File: src/rtl/lane_dly_seq.sv
// lane_dly_seq: DQS delay-line move/load sequencer for one DDR4 PHY lane.
// Define LANE_DLY_SEQ_PAUSE_EN to bracket each request with HS_IO_CLK_PAUSE.
module lane_dly_seq #(
    parameter int TAP_W         = 8,
    parameter int MAX_TAPS      = 255,
    parameter int SETTLE_CYCLES = 4,
    parameter int PAUSE_LEAD    = 2
) (
    input  logic             FAB_CLK,
    input  logic             RESET,
    input  logic             REQ_VALID,
    output logic             REQ_READY,
    input  logic             REQ_SEL,
    input  logic             REQ_LOAD,
    input  logic             REQ_DIR,
    input  logic [TAP_W-1:0] REQ_STEPS,
    output logic             DONE,
    output logic [1:0]       DONE_STATUS,
    output logic             BUSY,
    output logic [TAP_W-1:0] RX_TAP,
    output logic [TAP_W-1:0] TX_TAP,
    output logic             DELAY_LINE_SEL,
    output logic             DELAY_LINE_LOAD,
    output logic             DELAY_LINE_DIRECTION,
    output logic             DELAY_LINE_MOVE,
    output logic             HS_IO_CLK_PAUSE,
    input  logic             RX_DELAY_LINE_OUT_OF_RANGE,
    input  logic             TX_DELAY_LINE_OUT_OF_RANGE
);
    // state   | meaning
    // IDLE    | ready, request captured on acceptance
    // PAUSE   | HS_IO_CLK_PAUSE lead-in
    // SETUP   | SEL/DIR presented, first limit check
    // MOVE    | single-tap move strobe
    // SETTLE  | wait after move, out-of-range sampled on last cycle
    // LOAD    | reload strobe
    // UNPAUSE | HS_IO_CLK_PAUSE lead-out
    // DONE    | completion pulse
    localparam logic [2:0] ST_IDLE    = 3'd0;
    localparam logic [2:0] ST_PAUSE   = 3'd1;
    localparam logic [2:0] ST_SETUP   = 3'd2;
    localparam logic [2:0] ST_MOVE    = 3'd3;
    localparam logic [2:0] ST_SETTLE  = 3'd4;
    localparam logic [2:0] ST_LOAD    = 3'd5;
    localparam logic [2:0] ST_UNPAUSE = 3'd6;
    localparam logic [2:0] ST_DONE    = 3'd7;

`ifdef LANE_DLY_SEQ_PAUSE_EN
    localparam logic [2:0] ST_AFTER_IDLE = ST_PAUSE;
    localparam logic [2:0] ST_AFTER_WORK = ST_UNPAUSE;
`else
    localparam logic [2:0] ST_AFTER_IDLE = ST_SETUP;
    localparam logic [2:0] ST_AFTER_WORK = ST_DONE;
`endif

    localparam logic [1:0] STS_OK    = 2'b00;
    localparam logic [1:0] STS_OOR   = 2'b01;
    localparam logic [1:0] STS_LIMIT = 2'b10;

    localparam int CNT_MAX = (SETTLE_CYCLES > PAUSE_LEAD) ? SETTLE_CYCLES : PAUSE_LEAD;
    localparam int CNT_W   = $clog2(CNT_MAX + 1);
    localparam logic [CNT_W-1:0] CNT_ONE    = CNT_W'(1);
    localparam logic [CNT_W-1:0] PAUSE_LOAD = CNT_W'(PAUSE_LEAD - 1);
    localparam logic [CNT_W-1:0] SETTLE_LD  = CNT_W'(SETTLE_CYCLES - 1);
    localparam logic [TAP_W-1:0] TAP_ONE    = TAP_W'(1);
    localparam logic [TAP_W-1:0] MAX_T      = TAP_W'(MAX_TAPS);

    logic [2:0]       state_q, state_d;
    logic [CNT_W-1:0] cnt_q, cnt_d;
    logic [TAP_W-1:0] steps_q, steps_d;
    logic             sel_q, sel_d, dir_q, dir_d, load_q, load_d;
    logic [1:0]       status_q, status_d, done_status_q, done_status_d;
    logic [TAP_W-1:0] rx_tap_q, rx_tap_d, tx_tap_q, tx_tap_d;
    logic             dl_sel_q, dl_sel_d, dl_dir_q, dl_dir_d;
    logic [TAP_W-1:0] cur_tap, moved_tap;
    logic             at_limit, oor;

    always_comb begin
        state_d       = state_q;
        cnt_d         = cnt_q;
        steps_d       = steps_q;
        sel_d         = sel_q;
        dir_d         = dir_q;
        load_d        = load_q;
        status_d      = status_q;
        done_status_d = done_status_q;
        rx_tap_d      = rx_tap_q;
        tx_tap_d      = tx_tap_q;
        dl_sel_d      = dl_sel_q;
        dl_dir_d      = dl_dir_q;
        cur_tap       = sel_q ? tx_tap_q : rx_tap_q;
        at_limit      = dir_q ? (cur_tap == MAX_T) : (cur_tap == '0);
        oor           = sel_q ? TX_DELAY_LINE_OUT_OF_RANGE : RX_DELAY_LINE_OUT_OF_RANGE;
        moved_tap     = cur_tap;
        if (!at_limit) begin
            moved_tap = dir_q ? (cur_tap + TAP_ONE) : (cur_tap - TAP_ONE);
        end

        case (state_q)
            ST_IDLE: begin
                if (REQ_VALID) begin
                    sel_d    = REQ_SEL;
                    dir_d    = REQ_DIR;
                    load_d   = REQ_LOAD;
                    steps_d  = REQ_STEPS;
                    status_d = STS_OK;
                    state_d  = ST_AFTER_IDLE;
                end
            end
            ST_PAUSE: begin
                if (cnt_q == '0) state_d = ST_SETUP;
                else             cnt_d   = cnt_q - CNT_ONE;
            end
            ST_SETUP: begin
                if (load_q) begin
                    state_d = ST_LOAD;
                end else if (steps_q == '0) begin
                    state_d = ST_AFTER_WORK;
                end else if (at_limit) begin
                    status_d = STS_LIMIT;
                    state_d  = ST_AFTER_WORK;
                end else begin
                    state_d = ST_MOVE;
                end
            end
            ST_MOVE: begin
                if (sel_q) tx_tap_d = moved_tap;
                else       rx_tap_d = moved_tap;
                steps_d = steps_q - TAP_ONE;
                state_d = ST_SETTLE;
            end
            ST_SETTLE: begin
                if (cnt_q != '0) begin
                    cnt_d = cnt_q - CNT_ONE;
                end else if (oor) begin
                    status_d = STS_OOR;
                    state_d  = ST_AFTER_WORK;
                end else if (steps_q == '0) begin
                    state_d = ST_AFTER_WORK;
                end else if (at_limit) begin
                    status_d = STS_LIMIT;
                    state_d  = ST_AFTER_WORK;
                end else begin
                    state_d = ST_MOVE;
                end
            end
            ST_LOAD: begin
                if (sel_q) tx_tap_d = '0;
                else       rx_tap_d = '0;
                state_d = ST_AFTER_WORK;
            end
            ST_UNPAUSE: begin
                if (cnt_q == '0) state_d = ST_DONE;
                else             cnt_d   = cnt_q - CNT_ONE;
            end
            ST_DONE: state_d = ST_IDLE;
            default: state_d = ST_IDLE;
        endcase

        // Timed states load their down-counter on entry and exit at zero.
        if (state_d != state_q) begin
            if (state_d == ST_PAUSE || state_d == ST_UNPAUSE) cnt_d = PAUSE_LOAD;
            else if (state_d == ST_SETTLE)                    cnt_d = SETTLE_LD;
        end
        if (state_d == ST_DONE) done_status_d = status_d;
        if (state_d inside {ST_SETUP, ST_MOVE, ST_SETTLE, ST_LOAD}) begin
            dl_sel_d = sel_d;
            dl_dir_d = dir_d;
        end
    end

    always_ff @(posedge FAB_CLK) begin
        if (RESET) begin
            state_q       <= ST_IDLE;
            cnt_q         <= '0;
            steps_q       <= '0;
            sel_q         <= 1'b0;
            dir_q         <= 1'b0;
            load_q        <= 1'b0;
            status_q      <= STS_OK;
            done_status_q <= STS_OK;
            rx_tap_q      <= '0;
            tx_tap_q      <= '0;
            dl_sel_q      <= 1'b0;
            dl_dir_q      <= 1'b0;
        end else begin
            state_q       <= state_d;
            cnt_q         <= cnt_d;
            steps_q       <= steps_d;
            sel_q         <= sel_d;
            dir_q         <= dir_d;
            load_q        <= load_d;
            status_q      <= status_d;
            done_status_q <= done_status_d;
            rx_tap_q      <= rx_tap_d;
            tx_tap_q      <= tx_tap_d;
            dl_sel_q      <= dl_sel_d;
            dl_dir_q      <= dl_dir_d;
        end
    end

    assign REQ_READY            = (state_q == ST_IDLE) && !RESET;
    assign DONE                 = (state_q == ST_DONE);
    assign DONE_STATUS          = done_status_q;
    assign BUSY                 = (state_q != ST_IDLE);
    assign RX_TAP               = rx_tap_q;
    assign TX_TAP               = tx_tap_q;
    assign DELAY_LINE_SEL       = dl_sel_q;
    assign DELAY_LINE_DIRECTION = dl_dir_q;
    assign DELAY_LINE_MOVE      = (state_q == ST_MOVE);
    assign DELAY_LINE_LOAD      = (state_q == ST_LOAD);
`ifdef LANE_DLY_SEQ_PAUSE_EN
    assign HS_IO_CLK_PAUSE      = (state_q != ST_IDLE) && (state_q != ST_DONE);
`else
    assign HS_IO_CLK_PAUSE      = 1'b0;
`endif

endmodule

File: config.mk
export PLATFORM = sky130hd
export DESIGN_NAME = lane_dly_seq
export DESIGN_NICKNAME = d
export VERILOG_FILES = /design/src/rtl/lane_dly_seq.sv
export SDC_FILE = /design/constraint.sdc
export NUM_CORES = 1
export LEC_CHECK = 0
export ABC_AREA = 0
export CAP_MARGIN = 20
export CORE_ASPECT_RATIO = 1.4
export CORE_MARGIN = 1.5
export CORE_UTILIZATION = 54
export DETAILED_ROUTE_END_ITERATION = 10
export MAX_ROUTING_LAYER = met4
export PLACE_DENSITY_LB_ADDON = 0.15
export SYNTH_ARGS = -nofsm -noshare
export SYNTH_HDL_FRONTEND = slang
export SYNTH_SLANG_ARGS = --single-unit
File: constraint.sdc
create_clock -name FAB_CLK -period 3.29 [get_ports FAB_CLK]
set_input_delay 0.4935 -clock FAB_CLK [delete_from_list [all_inputs] [get_ports FAB_CLK]]
set_output_delay 0.4935 -clock FAB_CLK [all_outputs]
set_load 0.01 [all_outputs]
==> results of run 1 <==
[power by group]
group | leakage [nW] | switching (mW) | internal (mW)
combinational | 0.818 | 1.04 | 0.747
sequential | 0.318 | 0.165 | 0.597
clock | 0.0412 | 0.179 | 0.148
[worst max-delay path, cell delays in order, from the launching register on]
cell and delay, ns:
dfxtp_1 0.43, buf_4 0.22, mux2_2 0.37, fa_1 0.40
a21o_1 0.18, a21oi_1 0.24, o21bai_1 0.09, a21oi_1 0.17
xnor2_1 0.15, nor2_1 0.06, o41ai_1 0.37
[cells by family after synthesis]
kind of cell / Yosys count
other: 1
XOR/XNOR: 6
multiplexers: 19
AND/OR/NAND/NOR: 138
adder cells (fa/ha/maj): 11
flip-flops: 39
AO/OA/AOI/OAI: 85
buffers and inverters: 29
[cell usage in the layout, fill, tap and decap left out, types with 8 or more instances in the layout]
cell type,Yosys,routed
a21oi_1,33,33
clkdlybuf4s50_1,0,40
dfxtp_1,39,39
ha_1,10,10
inv_1,10,10
mux2_2,8,8
mux2i_1,8,8
nand2_1,41,41
nand4_1,9,9
nor2_1,43,43
nor3_1,10,10
o21ai_0,9,9
[worst max-delay path by stage]
stage	slack, ns	cells after the start	endpoint
after detailed placement	0.53	10	RX_TAP[6]
after global placement	0.67	10	RX_TAP[6]
after CTS	0.53	10	RX_TAP[6]
final	0.49	10	RX_TAP[6]
after global routing	0.27	10	RX_TAP[6]
after floorplan	0.78	10	RX_TAP[6]
[flip-flops by register name, summed over array words and instances (netlist names)]
name / flops
DELAY_LINE_DIRECTION: 1
load_q: 1
dir_q: 1
status_q: 2
RX_TAP: 8
DELAY_LINE_SEL: 1
cnt_q: 3
sel_q: 1
DONE_STATUS: 2
steps_q: 8
TX_TAP: 8
state_q: 3
[area by class of cell]
type                    instances  area [sq um]
well taps                      62          77.6
clock buffers                   6          72.6
flip-flops and latches         39           781
inverters                      12          46.3
multi-input cells             260          1670
repair buffers                 43           423
fillers                       426          1490
clock inverters                 2          12.5
[stage by stage]
stage,std cells,worst slack (ns)
final,424,0.487
after global routing,424,0.274
after floorplan,328,0.780
after global placement,416,0.670
after detailed placement,416,0.532
after CTS,424,0.525
[per-layer routing]
| metal | up-vias | global-route usage [%] | wire length (um) |
|---|---|---|---|
| met2 | 71 | 44.6 | 3250 |
| met4 | 0 | 10.8 | 200 |
| li1 | 1243 | - | - |
| met5 | - | - | 0 |
| met3 | 20 | 3.05 | 235 |
| met1 | 1147 | 32.7 | 2600 |
==> reports/results.ini, run 1 <==
[floorplan]
start_util_pct=56.6
core_region_area_sq_mm=0.00457
dieHeight_um=84.9
ios=42
rows=29
die-area_sq_mm=0.00522
die_w_um=61.5

[hold_path]
hold_end=steps_q[7]
holdPathStages=1
min_from=steps_q[7]
hp-class=reg -> reg

[sta]
period_needed_ns=2.80
setup_viol=0
fin_hold_ws_ns=0.473
tns_ns=0
drv_slew=0
hold_viol_final=0
period_share_pct=85.2
fmax_mhz=357
skew_ns=0.00350
tightest_slew_ns=0.670
relSlewSlack_pct=55.3
rsz0062_at_grt=false

[final_layout]
syn_to_final_growth_pct=19.3
drive_gt1_share_pct=8.84
diodes=0
nets=388
design_area_sq_mm=0.00308
final_core_util_pct=67.5

[route]
drt_iter0_markers=152
via_per_inst=5.85
drc=0
firstDrtPassIters=4
vias=2481
antenna_left=0
routedWlPerCell_um=14.8
routed_wirelength_um=6290

[setup_path]
worstPathArrival_ns=2.99
start_kind=flip-flop
path_max_fanout=10
r2r_slack_ns=0.49
reg2regPathDepth=10
end_kind=flip-flop
r2r-start=sel_q
rr_endpoint=RX_TAP[6]
path_class=reg -> reg
cp_data_required_time_ns=3.47
startpoint=sel_q

[outcome]
status=complete, no violations

[grt]
grt_max_degree=42
grt_overflow_total=0
grt_pass1_wl_um=10600
gr-usage-all-layers_pct=27.1
antenna_found_initial=0
grt_pass1_vias=2305

[yosys]
syn_area_per_cell_sq_um=7.88
netlist.area_leader.share_pct=30.2
synth-edff-count=0
synth_adder_area_share_pct=5.61
synth_top_family_by_area=simple AND/OR/NAND/NOR gates
yosysWarnings=0
yosys.area_share.simple_pct=26.8
synth_top_area_cell=dfxtp_1
synth_compound_area_share_pct=22.1
synthTopCellsByArea=dfxtp_1, a21oi_1, nor2_1
synth_ff_type=dfxtp_1
netlist_instances=328
synth.area.mux_share_pct=8.03
synthArstFlopShare_pct=0
yosysSeqAreaShare_pct=30.2
synthXorXnorAreaFrac_pct=2.03
yosys_register_bits=39
synth_common_cells=nor2_1, nand2_1, dfxtp_1
yosysMostFrequentCell=nor2_1
ys_types=62
syn_area_sq_mm=0.00259
syn_nets=355

[power]
finalPower_mw=2.88
ir_drop_mv=0.580
leakagePower_nw=1.18
p_per_area_mw_per_mm2=933

[clock_network]
cts_buffer_depth=2
clk_latency_ns=0.30
tritoncts=done
post_cts_resized=0
path_clk_slew_ns=0.08
cts_inserted_buffers=5
ctsHoldBuffers=0
ctsRootBufferMaster=clkbuf_8
postCtsSetupBuffers=0
htreeDepth=2
clock_sinks=39

[placed_design]
portBuffers=40
placed_area_sq_mm=0.00300
gp_congestion=0.966
dp_hpwl_um=4710

[job]
max_cap_viol_count=0

Power figures use the tool's default switching activity.
==> run 2: changes to the inputs <==
--- a/config.mk
+++ b/config.mk
@@ -9,7 +9,8 @@
 export CAP_MARGIN = 20
 export CORE_ASPECT_RATIO = 1.4
 export CORE_MARGIN = 1.5
-export CORE_UTILIZATION = 54
+export CORE_UTILIZATION = 56
+export CTS_BUF_LIST = sky130_fd_sc_hd__clkbuf_2 sky130_fd_sc_hd__clkbuf_4 sky130_fd_sc_hd__clkbuf_8
 export DETAILED_ROUTE_END_ITERATION = 10
 export MAX_ROUTING_LAYER = met4
 export PLACE_DENSITY_LB_ADDON = 0.15
==> reports/results.ini, run 2 (synthesis results as in run 1) <==
[setup_path]
r2r-start=sel_q
start_kind=flip-flop
reg2regPathDepth=9
cpPeakStageDelay_ns=0.76
cp_data_required_time_ns=2.80
cpMaxStageDelayCell=dfxtp_1
worstPathArrival_ns=2.23
crit_buf_inv=2
cp_top_family=flip-flops
end_kind=primary output
r2r_slack_ns=0.62
path_class=reg -> out
rr_endpoint=RX_TAP[6]
startpoint=state_q[2]
path_max_fanout=20
crit_chain=nor2b_1, nand2_1, inv_1, clkdlybuf4s50_1

[final_layout]
nets=388
fin_cells=424
design_area_sq_mm=0.00309
diodes=0
drive_gt1_share_pct=9.12
seqCellArea_sq_um=781
syn_to_final_growth_pct=19.4
mostFrequentLayoutCell=nor2_1
num-fill-cells=432
multi_input_area_sq_mm=0.00167
final_cell_mix=nor2_1, nand2_1, clkdlybuf4s50_1

[floorplan]
core_region_area_sq_mm=0.00450
rows=29
die_w_um=60.4
die-area_sq_mm=0.00504
start_util_pct=57.5
dieHeight_um=83.4
ios=42

[route]
drt_iter0_markers=133
routed_wirelength_um=6500
via_per_inst=5.79
drc=0
vias=2455
routedWlPerCell_um=15.3
firstDrtPassIters=4
antenna_left=0

[placed_design]
gp_congestion=0.935
portBuffers=40
place_inst=416
dp_hpwl_um=4790
placed_area_sq_mm=0.00300

[sta]
period_share_pct=82.8
setup_viol=0
hold_viol_final=0
fmax_mhz=367
rsz0062_at_grt=false
relSlewSlack_pct=55.2
tns_ns=0
skew_ns=0.00446
drv_slew=0
tightest_slew_ns=0.671
period_needed_ns=2.72

[grt]
grt_max_degree=42
grt_overflow_total=0
antenna_found_initial=0
grt_pass1_wl_um=11000
grt_pass1_vias=2407
gr-usage-all-layers_pct=29.2

[power]
p_switching_mw=1.39
leakagePower_nw=1.18
power_frac_clock_pct=11.7
p_per_area_mw_per_mm2=935
p_comb_share_pct=61.7
swShare_pct=48.0
ir_drop_mv=0.561
p_int_mw=1.50
seq_power_share_pct=26.5
finalPower_mw=2.89

[job]
max_cap_viol_count=0

[hold_path]
hp-class=reg -> reg
holdPathStages=1
min_from=steps_q[7]
hold_end=steps_q[7]

[clock_network]
clock_sinks=39
cts_buffer_depth=2
ctsRootBufferMaster=clkbuf_8
path_clk_slew_ns=0.08
post_cts_resized=0
tritoncts=done
ctsHoldBuffers=0
htreeDepth=2
clk_latency_ns=0.30
postCtsSetupBuffers=0
cts_inserted_buffers=5

[outcome]
status=complete, no violations

-- run 2: cell counts in the layout (fill, tap and decap cells not counted) --
Identical to the previous run, type by type.
-- run 2: power by group through the flow --
| stage | registers, mW | clock network (mW) | logic [mW] |
|---|---|---|---|
| finish | 0.766 | 0.338 | 1.78 |
| global route | 0.790 | 0.363 | 2.01 |
| CTS | 0.761 | 0.344 | 1.78 |
| detailed placement | 0.772 | 0 | 1.77 |
| global placement | 0.766 | 0 | 1.73 |
| floorplan | 0.729 | 0 | 1.37 |
-- run 2: stage by stage --
stage | worst slack [ns] | hold slack, ns | util, %
floorplan | 0.780 | 0.444 | -
detailed placement | 0.633 | 0.470 | 66.7
global placement | 0.737 | 0.474 | 66.7
CTS | 0.576 | 0.481 | 68.6
finish | 0.567 | 0.479 | 68.6
global route | 0.372 | 0.515 | 68.6
-- run 2: layer usage --
metal | GRT usage (%) | routed length, um
met1 | 33.6 | 2670
met4 | 14.2 | 204
met5 | - | 0
met3 | 4.05 | 179
met2 | 48.2 | 3450
-- run 2: worst max path at each step --
stage | depth (start not counted) | end
after floorplan | 10 | RX_TAP[6]
after global placement | 9 | RX_TAP[6]
after detailed placement | 9 | RX_TAP[6]
after CTS | 4 | DELAY_LINE_LOAD
after global routing | 4 | DELAY_LINE_LOAD
final | 4 | DELAY_LINE_LOAD
-- run 2: final cells by class --
type / count / area share [%]
clock buffers: 6 / 2.47
clock inverters: 2 / 0.405
inverters: 12 / 1.50
multi-input cells: 260 / 54.1
flip-flops and latches: 39 / 25.3
well taps: 62 / 2.51
repair buffers: 43 / 13.7
-- run 2: worst register-to-register path: cells and delay by family (launching register included) --
kind | cells | cell delay, ns
compound gates | 5 | 1.01
flops | 1 | 0.52
mux | 1 | 0.41
fa+ha+maj | 1 | 0.40
xor+xnor | 1 | 0.16
simple gates | 1 | 0.06
